File: config.mk
export PLATFORM = sky130hd
export DESIGN_NAME = axi_ni_flit_assembler_flat
export DESIGN_NICKNAME = d
export VERILOG_FILES = /design/src/rtl/axi_ni_flit_assembler_pkg.sv /design/src/rtl/axi_ni_flit_assembler_if.sv /design/src/rtl/axi_ni_flit_slot_reg.sv /design/src/rtl/axi_ni_flit_assembler.sv /design/src/flat_wrapper.sv
export SDC_FILE = /design/constraint.sdc
export NUM_CORES = 1
export LEC_CHECK = 0
export ABC_AREA = 1
export CAP_MARGIN = 20
export CORE_ASPECT_RATIO = 1.25
export CORE_MARGIN = 4
export CORE_UTILIZATION = 41
export CTS_CLUSTER_DIAMETER = 60
export DETAILED_ROUTE_END_ITERATION = 12
export PLACE_DENSITY = 0.8
export SLEW_MARGIN = 10
export SYNTH_ARGS = -nofsm -noshare
export SYNTH_HDL_FRONTEND = slang
export SYNTH_SLANG_ARGS = --single-unit
File: constraint.sdc
create_clock -name clk -period 1.7 [get_ports clk]
set_input_delay 0.34 -clock clk [delete_from_list [all_inputs] [get_ports clk]]
set_output_delay 0.34 -clock clk [all_outputs]
set_load 0.02 [all_outputs]
File: src/rtl/axi_ni_flit_assembler_pkg.sv
// ============================================================================
// axi_ni_flit_assembler_pkg
// Shared definitions for the AXI NI flit assembler: NoC flit type encodings,
// default geometry of the header/payload registers, header field offsets and
// small flit-type helpers.
// ============================================================================
package axi_ni_flit_assembler_pkg;

    localparam int unsigned DEF_FLIT_WIDTH    = 32;
    localparam int unsigned DEF_HEADER_FLITS  = 3;
    localparam int unsigned DEF_PAYLOAD_FLITS = 2;
    localparam int unsigned DEF_ID_WIDTH      = 4;
    localparam int unsigned DEF_ID_LSB        = 8;
    localparam int unsigned DEF_READ_BIT      = 0;

    // Bit 1 marks the last flit of a packet, bit 0 marks the first.
    typedef enum logic [1:0] {
        FLIT_BODY     = 2'b00,
        FLIT_HEAD     = 2'b01,
        FLIT_TAIL     = 2'b10,
        FLIT_HEADTAIL = 2'b11
    } flit_type_e;

    function automatic logic is_tail(input flit_type_e t);
        return t[1];
    endfunction

    function automatic logic is_head(input flit_type_e t);
        return t[0];
    endfunction

endpackage

File: src/rtl/axi_ni_flit_assembler_if.sv
// ============================================================================
// axi_ni_flit_assembler_if
// NoC input-port flit handshake.
//   in_valid  : flit valid (NoC -> NI)
//   in_type   : flit type   (NoC -> NI)
//   in_flit   : flit data   (NoC -> NI)
//   in_ready  : flit accepted when in_valid && in_ready (NI -> NoC)
// Modports: master = NoC side, slave = assembler side.
// ============================================================================
interface axi_ni_flit_assembler_if
    import axi_ni_flit_assembler_pkg::*;
#(
    parameter int unsigned FLIT_WIDTH = DEF_FLIT_WIDTH
);
    logic                  in_valid;
    flit_type_e            in_type;
    logic [FLIT_WIDTH-1:0] in_flit;
    logic                  in_ready;

    modport master (output in_valid, output in_type, output in_flit, input  in_ready);
    modport slave  (input  in_valid, input  in_type, input  in_flit, output in_ready);
endinterface

File: src/rtl/axi_ni_flit_slot_reg.sv
// ============================================================================
// axi_ni_flit_slot_reg
// Slot-indexed flit register: a fill counter, one WIDTH-bit slot per flit,
// a full flag and a clear. Used once for the header and once for the payload.
//   clk, rst   : clock, synchronous active-high reset
//   i_clear    : zero counter and full flag (slot contents kept)
//   i_wr       : store i_data into the current slot (slot 0 when i_clear)
//   i_last     : written flit ends the packet: set full, zero later slots
//   i_data     : flit data
//   o_cnt      : number of slots filled
//   o_full     : all slots filled, or closed early by a last flit
//   o_data     : slot contents, slot 0 in the LSBs
// ============================================================================
module axi_ni_flit_slot_reg #(
    parameter  int unsigned SLOTS = 2,
    parameter  int unsigned WIDTH = 32,
    localparam int unsigned CW    = $clog2(SLOTS + 1)
) (
    input  logic                   clk,
    input  logic                   rst,
    input  logic                   i_clear,
    input  logic                   i_wr,
    input  logic                   i_last,
    input  logic [WIDTH-1:0]       i_data,
    output logic [CW-1:0]          o_cnt,
    output logic                   o_full,
    output logic [SLOTS*WIDTH-1:0] o_data
);

    logic [CW-1:0]                r_cnt;
    logic                         r_full;
    logic [SLOTS-1:0][WIDTH-1:0]  r_data;
    logic [CW-1:0]                w_idx;

    // A clear in the same cycle as a write redirects the flit to slot 0.
    assign w_idx = i_clear ? '0 : r_cnt;

    // Counter, full flag and slot storage.
    always_ff @(posedge clk) begin
        if (rst) begin
            r_cnt  <= '0;
            r_full <= 1'b0;
            r_data <= '0;
        end else begin
            if (i_clear) begin
                r_cnt  <= '0;
                r_full <= 1'b0;
            end
            if (i_wr) begin
                r_cnt <= w_idx + CW'(1);
                if (i_last || (w_idx == CW'(SLOTS - 1))) begin
                    r_full <= 1'b1;
                end
                for (int s = 0; s < SLOTS; s++) begin
                    if (CW'(s) == w_idx) begin
                        r_data[s] <= i_data;
                    end else if (i_last && (CW'(s) > w_idx)) begin
                        r_data[s] <= '0;
                    end
                end
            end
        end
    end

    assign o_cnt  = r_cnt;
    assign o_full = r_full;
    assign o_data = r_data;

endmodule

File: src/rtl/axi_ni_flit_assembler.sv
// ============================================================================
// axi_ni_flit_assembler
// Receive-side front end of the AXI NI target: assembles NoC flits into a
// header register and a write-beat payload register under control of the
// receive FSM, and back-pressures the NoC through in_ready.
//   clk, rst               : clock, synchronous active-high reset
//   noc (slave)            : flit handshake from the NoC input port
//   i_receiving_header     : FSM allows header slots to fill
//   i_receiving_payload    : FSM allows payload slots to fill
//   i_clear_flit_count     : FSM clears counters and full flags
//   o_full_header          : all header flits held
//   o_full_payload         : one write beat held
//   o_packet_finished      : tail flit of the current packet accepted
//   o_packet_type_is_read  : header read/write bit
//   o_received_id          : AXI ID field of the header
//   o_header_data          : assembled header, flit 0 in the LSBs
//   o_payload_data         : assembled beat, flit 0 in the LSBs
//   o_proto_err            : one-cycle pulse on a flit-type violation
// Build option: define NI_PROTOCOL_CHECK_EN to check flit types; violating
// flits are accepted and dropped. Otherwise only the tail bit is used and
// o_proto_err is tied low.
// ============================================================================
module axi_ni_flit_assembler
    import axi_ni_flit_assembler_pkg::*;
#(
    parameter int unsigned FLIT_WIDTH    = DEF_FLIT_WIDTH,
    parameter int unsigned HEADER_FLITS  = DEF_HEADER_FLITS,
    parameter int unsigned PAYLOAD_FLITS = DEF_PAYLOAD_FLITS,
    parameter int unsigned ID_WIDTH      = DEF_ID_WIDTH,
    parameter int unsigned ID_LSB        = DEF_ID_LSB,
    parameter int unsigned READ_BIT      = DEF_READ_BIT
) (
    input  logic                                clk,
    input  logic                                rst,
    axi_ni_flit_assembler_if.slave              noc,
    input  logic                                i_receiving_header,
    input  logic                                i_receiving_payload,
    input  logic                                i_clear_flit_count,
    output logic                                o_full_header,
    output logic                                o_full_payload,
    output logic                                o_packet_finished,
    output logic                                o_packet_type_is_read,
    output logic [ID_WIDTH-1:0]                 o_received_id,
    output logic [HEADER_FLITS*FLIT_WIDTH-1:0]  o_header_data,
    output logic [PAYLOAD_FLITS*FLIT_WIDTH-1:0] o_payload_data,
    output logic                                o_proto_err
);

    localparam int unsigned HDR_CW = $clog2(HEADER_FLITS + 1);
    localparam int unsigned PAY_CW = $clog2(PAYLOAD_FLITS + 1);

    logic                                w_full_header;
    logic                                w_full_payload;
    logic [HDR_CW-1:0]                   w_hdr_cnt;
    logic [PAY_CW-1:0]                   w_unused_pay_cnt;
    logic [HEADER_FLITS*FLIT_WIDTH-1:0]  w_header_data;
    logic [PAYLOAD_FLITS*FLIT_WIDTH-1:0] w_payload_data;

    logic w_hdr_open;
    logic w_pay_open;
    logic w_acc;
    logic w_hdr_acc;
    logic w_pay_acc;
    logic w_hdr_slot0;
    logic w_tail;
    logic w_viol;
    logic w_hdr_wr;
    logic w_pay_wr;
    logic r_packet_finished;

    // Header fill takes priority if the FSM ever opens both phases.
    assign w_hdr_open   = i_receiving_header && !w_full_header;
    assign w_pay_open   = i_receiving_payload && !w_full_payload && !r_packet_finished;
    assign noc.in_ready = w_hdr_open || w_pay_open;

    assign w_acc       = noc.in_valid && noc.in_ready;
    assign w_hdr_acc   = w_acc && w_hdr_open;
    assign w_pay_acc   = w_acc && !w_hdr_open;
    assign w_hdr_slot0 = i_clear_flit_count || (w_hdr_cnt == '0);
    assign w_tail      = is_tail(noc.in_type);

`ifdef NI_PROTOCOL_CHECK_EN
    logic r_proto_err;

    // Slot 0 of a header must carry a head bit; no other flit may.
    always_comb begin
        w_viol = 1'b0;
        if (w_hdr_acc) begin
            w_viol = w_hdr_slot0 ? !is_head(noc.in_type) : is_head(noc.in_type);
        end else if (w_pay_acc) begin
            w_viol = is_head(noc.in_type);
        end
    end

    // Single-cycle error pulse per violating flit.
    always_ff @(posedge clk) begin
        if (rst) begin
            r_proto_err <= 1'b0;
        end else begin
            r_proto_err <= w_viol;
        end
    end

    assign o_proto_err = r_proto_err;
`else
    assign w_viol      = 1'b0;
    assign o_proto_err = 1'b0;
`endif

    // Violating flits are consumed from the NoC but never stored.
    assign w_hdr_wr = w_hdr_acc && !w_viol;
    assign w_pay_wr = w_pay_acc && !w_viol;

    // Header slots.
    axi_ni_flit_slot_reg #(
        .SLOTS (HEADER_FLITS),
        .WIDTH (FLIT_WIDTH)
    ) u_hdr_slots (
        .clk     (clk),
        .rst     (rst),
        .i_clear (i_clear_flit_count),
        .i_wr    (w_hdr_wr),
        .i_last  (w_tail),
        .i_data  (noc.in_flit),
        .o_cnt   (w_hdr_cnt),
        .o_full  (w_full_header),
        .o_data  (w_header_data)
    );

    // Write-beat payload slots.
    axi_ni_flit_slot_reg #(
        .SLOTS (PAYLOAD_FLITS),
        .WIDTH (FLIT_WIDTH)
    ) u_pay_slots (
        .clk     (clk),
        .rst     (rst),
        .i_clear (i_clear_flit_count),
        .i_wr    (w_pay_wr),
        .i_last  (w_tail),
        .i_data  (noc.in_flit),
        .o_cnt   (w_unused_pay_cnt),
        .o_full  (w_full_payload),
        .o_data  (w_payload_data)
    );

    // Tail sets finished alongside the full flag; a new header start clears
    // it. Clear-flit-count deliberately leaves it alone.
    always_ff @(posedge clk) begin
        if (rst) begin
            r_packet_finished <= 1'b0;
        end else if ((w_hdr_wr || w_pay_wr) && w_tail) begin
            r_packet_finished <= 1'b1;
        end else if (w_hdr_wr && w_hdr_slot0) begin
            r_packet_finished <= 1'b0;
        end
    end

    assign o_full_header         = w_full_header;
    assign o_full_payload        = w_full_payload;
    assign o_packet_finished     = r_packet_finished;
    assign o_header_data         = w_header_data;
    assign o_payload_data        = w_payload_data;
    assign o_packet_type_is_read = w_header_data[READ_BIT];
    assign o_received_id         = w_header_data[ID_LSB +: ID_WIDTH];

endmodule

File: src/flat_wrapper.sv
// flat-port wrapper written by rule: the top's interface ports become plain ports
module axi_ni_flit_assembler_flat import axi_ni_flit_assembler_pkg::*;
#(
    parameter int unsigned FLIT_WIDTH    = DEF_FLIT_WIDTH,
    parameter int unsigned HEADER_FLITS  = DEF_HEADER_FLITS,
    parameter int unsigned PAYLOAD_FLITS = DEF_PAYLOAD_FLITS,
    parameter int unsigned ID_WIDTH      = DEF_ID_WIDTH,
    parameter int unsigned ID_LSB        = DEF_ID_LSB,
    parameter int unsigned READ_BIT      = DEF_READ_BIT
)
  (clk, rst, i_receiving_header, i_receiving_payload, i_clear_flit_count, o_full_header, o_full_payload, o_packet_finished, o_packet_type_is_read, o_received_id, o_header_data, o_payload_data, o_proto_err, noc_in_valid, noc_in_type, noc_in_flit, noc_in_ready);
  axi_ni_flit_assembler_if #(.FLIT_WIDTH(FLIT_WIDTH)) noc_i ();
  input  logic clk;
  input  logic rst;
  input  logic i_receiving_header;
  input  logic i_receiving_payload;
  input  logic i_clear_flit_count;
  output logic o_full_header;
  output logic o_full_payload;
  output logic o_packet_finished;
  output logic o_packet_type_is_read;
  output logic [ID_WIDTH-1:0] o_received_id;
  output logic [HEADER_FLITS*FLIT_WIDTH-1:0] o_header_data;
  output logic [PAYLOAD_FLITS*FLIT_WIDTH-1:0] o_payload_data;
  output logic o_proto_err;
  input wire logic [$bits(noc_i.in_valid)-1:0] noc_in_valid;
  input wire logic [$bits(noc_i.in_type)-1:0] noc_in_type;
  input wire logic [$bits(noc_i.in_flit)-1:0] noc_in_flit;
  output wire logic [$bits(noc_i.in_ready)-1:0] noc_in_ready;
  assign noc_i.in_valid = noc_in_valid;
  assign noc_i.in_type = noc_in_type;
  assign noc_i.in_flit = noc_in_flit;
  assign noc_in_ready = noc_i.in_ready;
  axi_ni_flit_assembler #(.FLIT_WIDTH(FLIT_WIDTH), .HEADER_FLITS(HEADER_FLITS), .PAYLOAD_FLITS(PAYLOAD_FLITS), .ID_WIDTH(ID_WIDTH), .ID_LSB(ID_LSB), .READ_BIT(READ_BIT)) u_core (.clk(clk), .rst(rst), .noc(noc_i), .i_receiving_header(i_receiving_header), .i_receiving_payload(i_receiving_payload), .i_clear_flit_count(i_clear_flit_count), .o_full_header(o_full_header), .o_full_payload(o_full_payload), .o_packet_finished(o_packet_finished), .o_packet_type_is_read(o_packet_type_is_read), .o_received_id(o_received_id), .o_header_data(o_header_data), .o_payload_data(o_payload_data), .o_proto_err(o_proto_err));
endmodule
======== After elaboration in Yosys (flattened, before gate mapping) ========
Index checks and enable logic that the tools add are counted.
Widths: inputs -> output; s select.
storage, ports and cells
  flip-flop bits (word level) ............. 167
  input port bits ......................... 40
  output and inout bits ................... 170
  logic and storage cells ................. 80
cells by class
  $add $sub $neg .......................... 2
  magnitude comparators ................... 5
  equality and inequality tests ........... 5
  mux-type cells .......................... 22
  reduce and logical (&&, ||, !) cells .... 36
operator list
  kind                 number
  $mux 32              10
  $logic_and 1x1->1    13
  $reduce_bool 2->1    6
  $reduce_and 2->1     5
  $gt 1x2->1 const A   4
  $mux 1               8
  $mux 2               4
  $logic_not 2->1      3
  $logic_or 1x1->1     5
  $add 2x1->2 const B  2
  $eq 1x2->1 const A   2
  $logic_not 1->1      4
  $eq 2x1->1 const B   1
  $eq 2x2->1 const A   1
  $eq 2x2->1 const B   1
  $gt 2x2->1 const A   1

======== Longest topological paths before layout ========
  word-level depth ........................ 9
  depth in mapped cells ................... 11
  mapped depth without buffers ............ 9

======== Cells and area by module ========
Synthesis repeated with hierarchy kept, for this count alone.
second synthesis, totals
  cell total of the unflattened synthesis .. 869
  area, all modules ....................... 6508.7 sq um
by module, submodules not included
  module                                     instances  cells an instance  area an instance (sq um)  sequential area each (sq um)
  axi_ni_flit_slot_reg (u_core.u_hdr_slots)  1          543                3936.3                    1981.9
  axi_ni_flit_slot_reg (u_core.u_pay_slots)  1          304                2408.6                    1341.3
  axi_ni_flit_assembler                      1          22                 163.9                     20.0

======== Worst setup path after synthesis ========
OpenSTA, ideal clock, no wires.
  kind .................................... input -> register
  from .................................... in i_clear_flit_count
  to ...................................... reg u_core.u_hdr_slots.r_data (netlist bit u_core.u_hdr_slots.o_data[50])
  data arrival time ....................... 1.584 ns
  required time ........................... 1.583 ns
  slack ................................... -0.001 ns
  stages .................................. 11
  cells stage by stage .................... inv_2 -> nand2_1 -> inv_1 -> ha_1 -> buf_1 -> a21oi_1 -> or2_1 -> clkbuf_1 -> buf_2 -> a21oi_1 -> nor2_1
between the ends
  longest elaborated chain between the ends .. 5
  elaborated cells on any way between the ends .. 7
  classes of those cells .................. order compare: 1; eq/ne: 1; mux: 2; reduce/logical: 3
RTL lines
  element                         RTL line                    RTL
  start: declaration              flat_wrapper.sv:17          input logic i_clear_flit_count;
  $mux 2 (*)                      axi_ni_flit_slot_reg.sv:36  assign w_idx = i_clear ? '0 : r_cnt;
  $gt 1x2->1                      axi_ni_flit_slot_reg.sv:57  end else if (i_last && (CW'(s) > w_idx)) begin
  $logic_and 1x1->1               axi_ni_flit_slot_reg.sv:57
  $reduce_bool 2->1 (no line)     -
  $reduce_and 2->1 (no line)      -
  end signal: indexed assignment  axi_ni_flit_slot_reg.sv:56  r_data[s] <= i_data;
  end: declaration                axi_ni_flit_slot_reg.sv:32  logic [SLOTS-1:0][WIDTH-1:0] r_data;
Mark *: on every way between the ends. The rest lies on a longest branch, timed or not.
A chain may end at the register's enable or synchronous reset.

======== Worst setup path in the final report ========
  from .................................... reg u_core.u_hdr_slots.r_cnt[1], in the netlist u_core.u_hdr_slots.o_cnt[1]
  to ...................................... reg u_core.u_hdr_slots.r_data (netlist bit u_core.u_hdr_slots.o_data[38])
between the ends
  longest elaborated chain between the ends .. 5
  elaborated cells on any way between the ends .. 7
  classes of those cells .................. order compare: 1; eq/ne: 1; mux: 2; reduce/logical: 3
RTL lines
  element                      RTL line                    RTL
  start: declaration           axi_ni_flit_slot_reg.sv:30  logic [CW-1:0] r_cnt;
  start signal: assignment     axi_ni_flit_slot_reg.sv:50  r_cnt <= w_idx + CW'(1);
  $mux 2 (*)                   axi_ni_flit_slot_reg.sv:36
  $gt 1x2->1                   axi_ni_flit_slot_reg.sv:57
  $logic_and 1x1->1            axi_ni_flit_slot_reg.sv:57
  $reduce_bool 2->1 (no line)  -
  $reduce_and 2->1 (no line)   -
Marks and branches as above.

==> summary.txt <==
Yosys
  • Cells after synthesis: 818
  • Mapped Nets: 863
  • Multiplexer share of the synthesized area: 0%
  • Post-synthesis sequential area ratio: 52.8%
  • Netlist cell types: 22
  • Synth Register Bits: roughly 170
  • Post-synthesis instance area: approximately 6300 µm²
  • Synth warnings: 0
  • Synth Area in Simple Gates: 23.3%
  • Post-synthesis xor/xnor area fraction: 0%
  • Largest family of logic cells by synthesized area: simple AND/OR/NAND/NOR gates
  • Synth Area in Adders: less than 1%
  • Average cell area after synthesis: between 7 and 8 µm²
  • Post-synthesis compound-gate area fraction: ~16%

Die
  • Die ar.: between 15,000 and 20,000 µm²
  • I/O pin count: 210
  • Die H: approximately 150 µm
  • Core box area: around 15,000 µm²
  • Starting Density: 42.0%
  • DIE WIDTH: around 120 µm
  • Rows: 50

Setup path
  • Reg-to-reg setup timing slack: around 38 ps
  • Worst Path Arrival: about 2000 ps
  • Req. time, crit path: approximately 2000 ps
  • CP Capture Type: flop
  • Crit Path Max Fanout: 16
  • Setup CP Type: flop to flop
  • Startpoint types: flop

CTS
  • CTS Hold Bufs: 0
  • CTS H-tree lvls: 4
  • CTS tree: done
  • Total clock sinks: between 150 and 200
  • Cts bufs inserted: 17
  • Maximum clock path buffer count: 2
  • Worst-path clk slew: approximately 70 ps
  • Clock Latency Late Sink: 420 ps
  • Root Buffer: clkbuf_16

Cells and area
  • Non-filler instance count after layout: around 1,200
  • Layout cells sized above 1: under 10%
  • Layout fillers: 1,347
  • ANT cells: 0
  • Area growth, synth to finish: 47.5%
  • Post-layout net count: roughly 1,100

Placed design
  • GPL Wtd Cong: slightly below 0.9
  • Number of I/O port buffers: between 200 and 250
  • Post-DP HPWL: roughly 14,000 µm
  • Cell total after placement: 1,197

Timing
  • Worst relative slew slack: between 60% and 70%
  • Skew final: 7.32 ps
  • Final setup violation count: 0
  • Top achievable clock speed: around 0.6 GHz
  • Slew Viols, Final: 0
  • Worst-margin pin slew: roughly 510 ps
  • Final period util: 97.8%
  • Hold_ws: slightly above 400 ps
  • Min Clock Period, post-route: about 1700 ps
  • Endpoints failing hold: 0

Route
  • Wire length per cell: ~18 µm
  • Drt first-iter violations: 540
  • Metal-1 WL: approximately 8600 µm
  • DRC: 0
  • Metal3 WL: between 2000 and 2500 µm
  • Pre-Repair DR Iteration Count: 5
  • Top Metal Used: met4
  • ANT nets after route: 0
  • Vias: ~6,600
  • Wire length on met2: 11,200 µm
  • Vias per std cell: between 5 and 6
  • Overall routed net length: between 20,000 and 25,000 µm

Flow run
  • Max Cap Viol: 0

Power
  • Pwr/cell area: ~1000 nW/µm²
  • Leakage Power: 0.00418 µW
  • VDD IR max: 450 µV

GRT
  • First-pass GRT wire length: roughly 34,000 µm
  • Number of global-route vias before repair: 6,187
  • Largest net degree at the start of global routing: between 80 and 90
  • Total track usage: between 20 and 25%
  • GRT overflow: 0
  • Initial antenna violation count: 0

Run status
  • Status: finished clean

Worst hold path
  • Hold Crit Class: input pin to flop
==> sequential cells by signal (all words and copies together), names as in the netlist <==
name / flops
u_core.u_pay_slots.o_full: 1
u_core.o_packet_finished: 1
u_core.u_hdr_slots.o_full: 1
u_core.u_pay_slots.o_data: 64
u_core.u_hdr_slots.o_cnt: 2
u_core.u_hdr_slots.o_data: 96
u_core.u_pay_slots.o_cnt: 2
==> synthesized netlist by cell type <==
cell / count / share of area (%)
nand3_1: 99 / 7.8
conb_1: 1 / 0.059
clkbuf_1: 44 / 2.6
nor3_2: 1 / 0.16
nand4_1: 2 / 0.20
buf_6: 5 / 0.89
nor2_1: 67 / 4.0
nor2_2: 1 / 0.099
o21ai_1: 5 / 0.40
or2_1: 1 / 0.099
o21ai_0: 65 / 5.1
ha_1: 5 / 0.99
inv_2: 2 / 0.12
buf_4: 7 / 0.83
a21oi_1: 136 / 11
buf_1: 3 / 0.18
nand2_1: 177 / 10
nor2_4: 2 / 0.36
nand2_2: 1 / 0.099
dfxtp_1: 167 / 53
inv_1: 10 / 0.59
buf_2: 17 / 1.3
==> area by class of cell <==
class | count | area, µm² | share of cell area (%)
Clock buffer | 20 | 467 | 5.00
Clock inverter | 12 | 150 | 1.61
Inverter | 12 | 45.0 | 0.482
Multi-Input combinational cell | 564 | 2630 | 28.2
Sequential cell | 167 | 3350 | 35.8
Tap cell | 208 | 260 | 2.79
Timing Repair Buffer | 256 | 2440 | 26.1
==> critical path, stage by stage (launching register included) <==
cell and delay [ps]:
dfxtp_1 380, nand2_1 130, ha_2 250, a21oi_4 280
or2_4 210, clkbuf_16 180, a21oi_1 50, nor2_1 100
==> worst paths after layout <==
path	startpoint	end	cells after the start
setup reg to reg	u_core.u_hdr_slots.o_cnt[1]	u_core.u_hdr_slots.o_data[38]	7
setup / recovery	u_core.u_hdr_slots.o_cnt[1]	u_core.u_hdr_slots.o_data[38]	7
hold / removal	rst	u_core.u_hdr_slots.o_data[59]	4
hold reg to reg	u_core.u_hdr_slots.o_data[7]	u_core.u_hdr_slots.o_data[7]	2
==> logic make-up after synthesis <==
group,after synthesis
buffers and inverters,88
AO/OA/AOI/OAI,206
flip-flops,167
AND/OR/NAND/NOR,351
adder cells (fa/ha/maj),5
other,1
==> timing repair <==
item | in CTS | in global routing
pin swaps | 2 | 4
resized for setup | 183 | 7
buffers inserted | 3 | 2
cloned | 2 | 3
setup endpoints to repair | 297 | 34
==> metrics by stage <==
step	util [%]	setup WS [ps]	setup TNS, ps	total power, µW	instance area [µm²]
global route	61.9	-63.5	-324	9740	9340
floorplan	-	61.0	0	4860	6330
finish	61.9	37.7	0	9420	9340
CTS	61.2	40.1	0	9420	9230
global placement	57.8	-753	-73640	5520	8720
detailed placement	57.8	-893	-82740	5540	8720
==> placed cells by master, fill, tap and decap left out <==
cell type	Yosys	routed
nand2_1	177	175
dlygate4sd2_1	0	169
dfxtp_1	167	165
a21oi_1	136	135
nand3_1	99	99
nor2_1	67	66
o21ai_0	65	65
clkdlybuf4s50_1	0	36
buf_4	7	34
clkbuf_16	0	20
buf_12	0	11
inv_1	10	9
nor2_4	2	5
o21ai_1	5	5
clkinv_2	0	4
inv_2	2	3
nand2_2	1	3
ha_2	0	3
clkbuf_8	0	3
clkinvlp_4	0	3
bufinv_16	0	3
nand4_1	2	2
ha_1	5	2
clkinv_4	0	2
dfxtp_2	0	2
a21oi_4	0	1
or2_4	0	1
nor3_4	0	1
conb_1	1	1
bufbuf_16	0	1
buf_2	17	1
buf_6	5	1
==> layer usage <==
layer  GRT usage (%)  up-vias
met5               0        -
met4            11.7        0
met3            6.16       55
li1                -     3116
met1            28.4     3110
met2            42.1      329
==> report_power, final <==
part           total [µW]  internal, µW  switching [µW]  leakage, µW
Sequential           4160          4070            83.6      0.00136
Combinational        1260           476             786      0.00252
Clock                4000          2420            1580     0.000298
No activity file was read; power rests on OpenSTA's default activity.
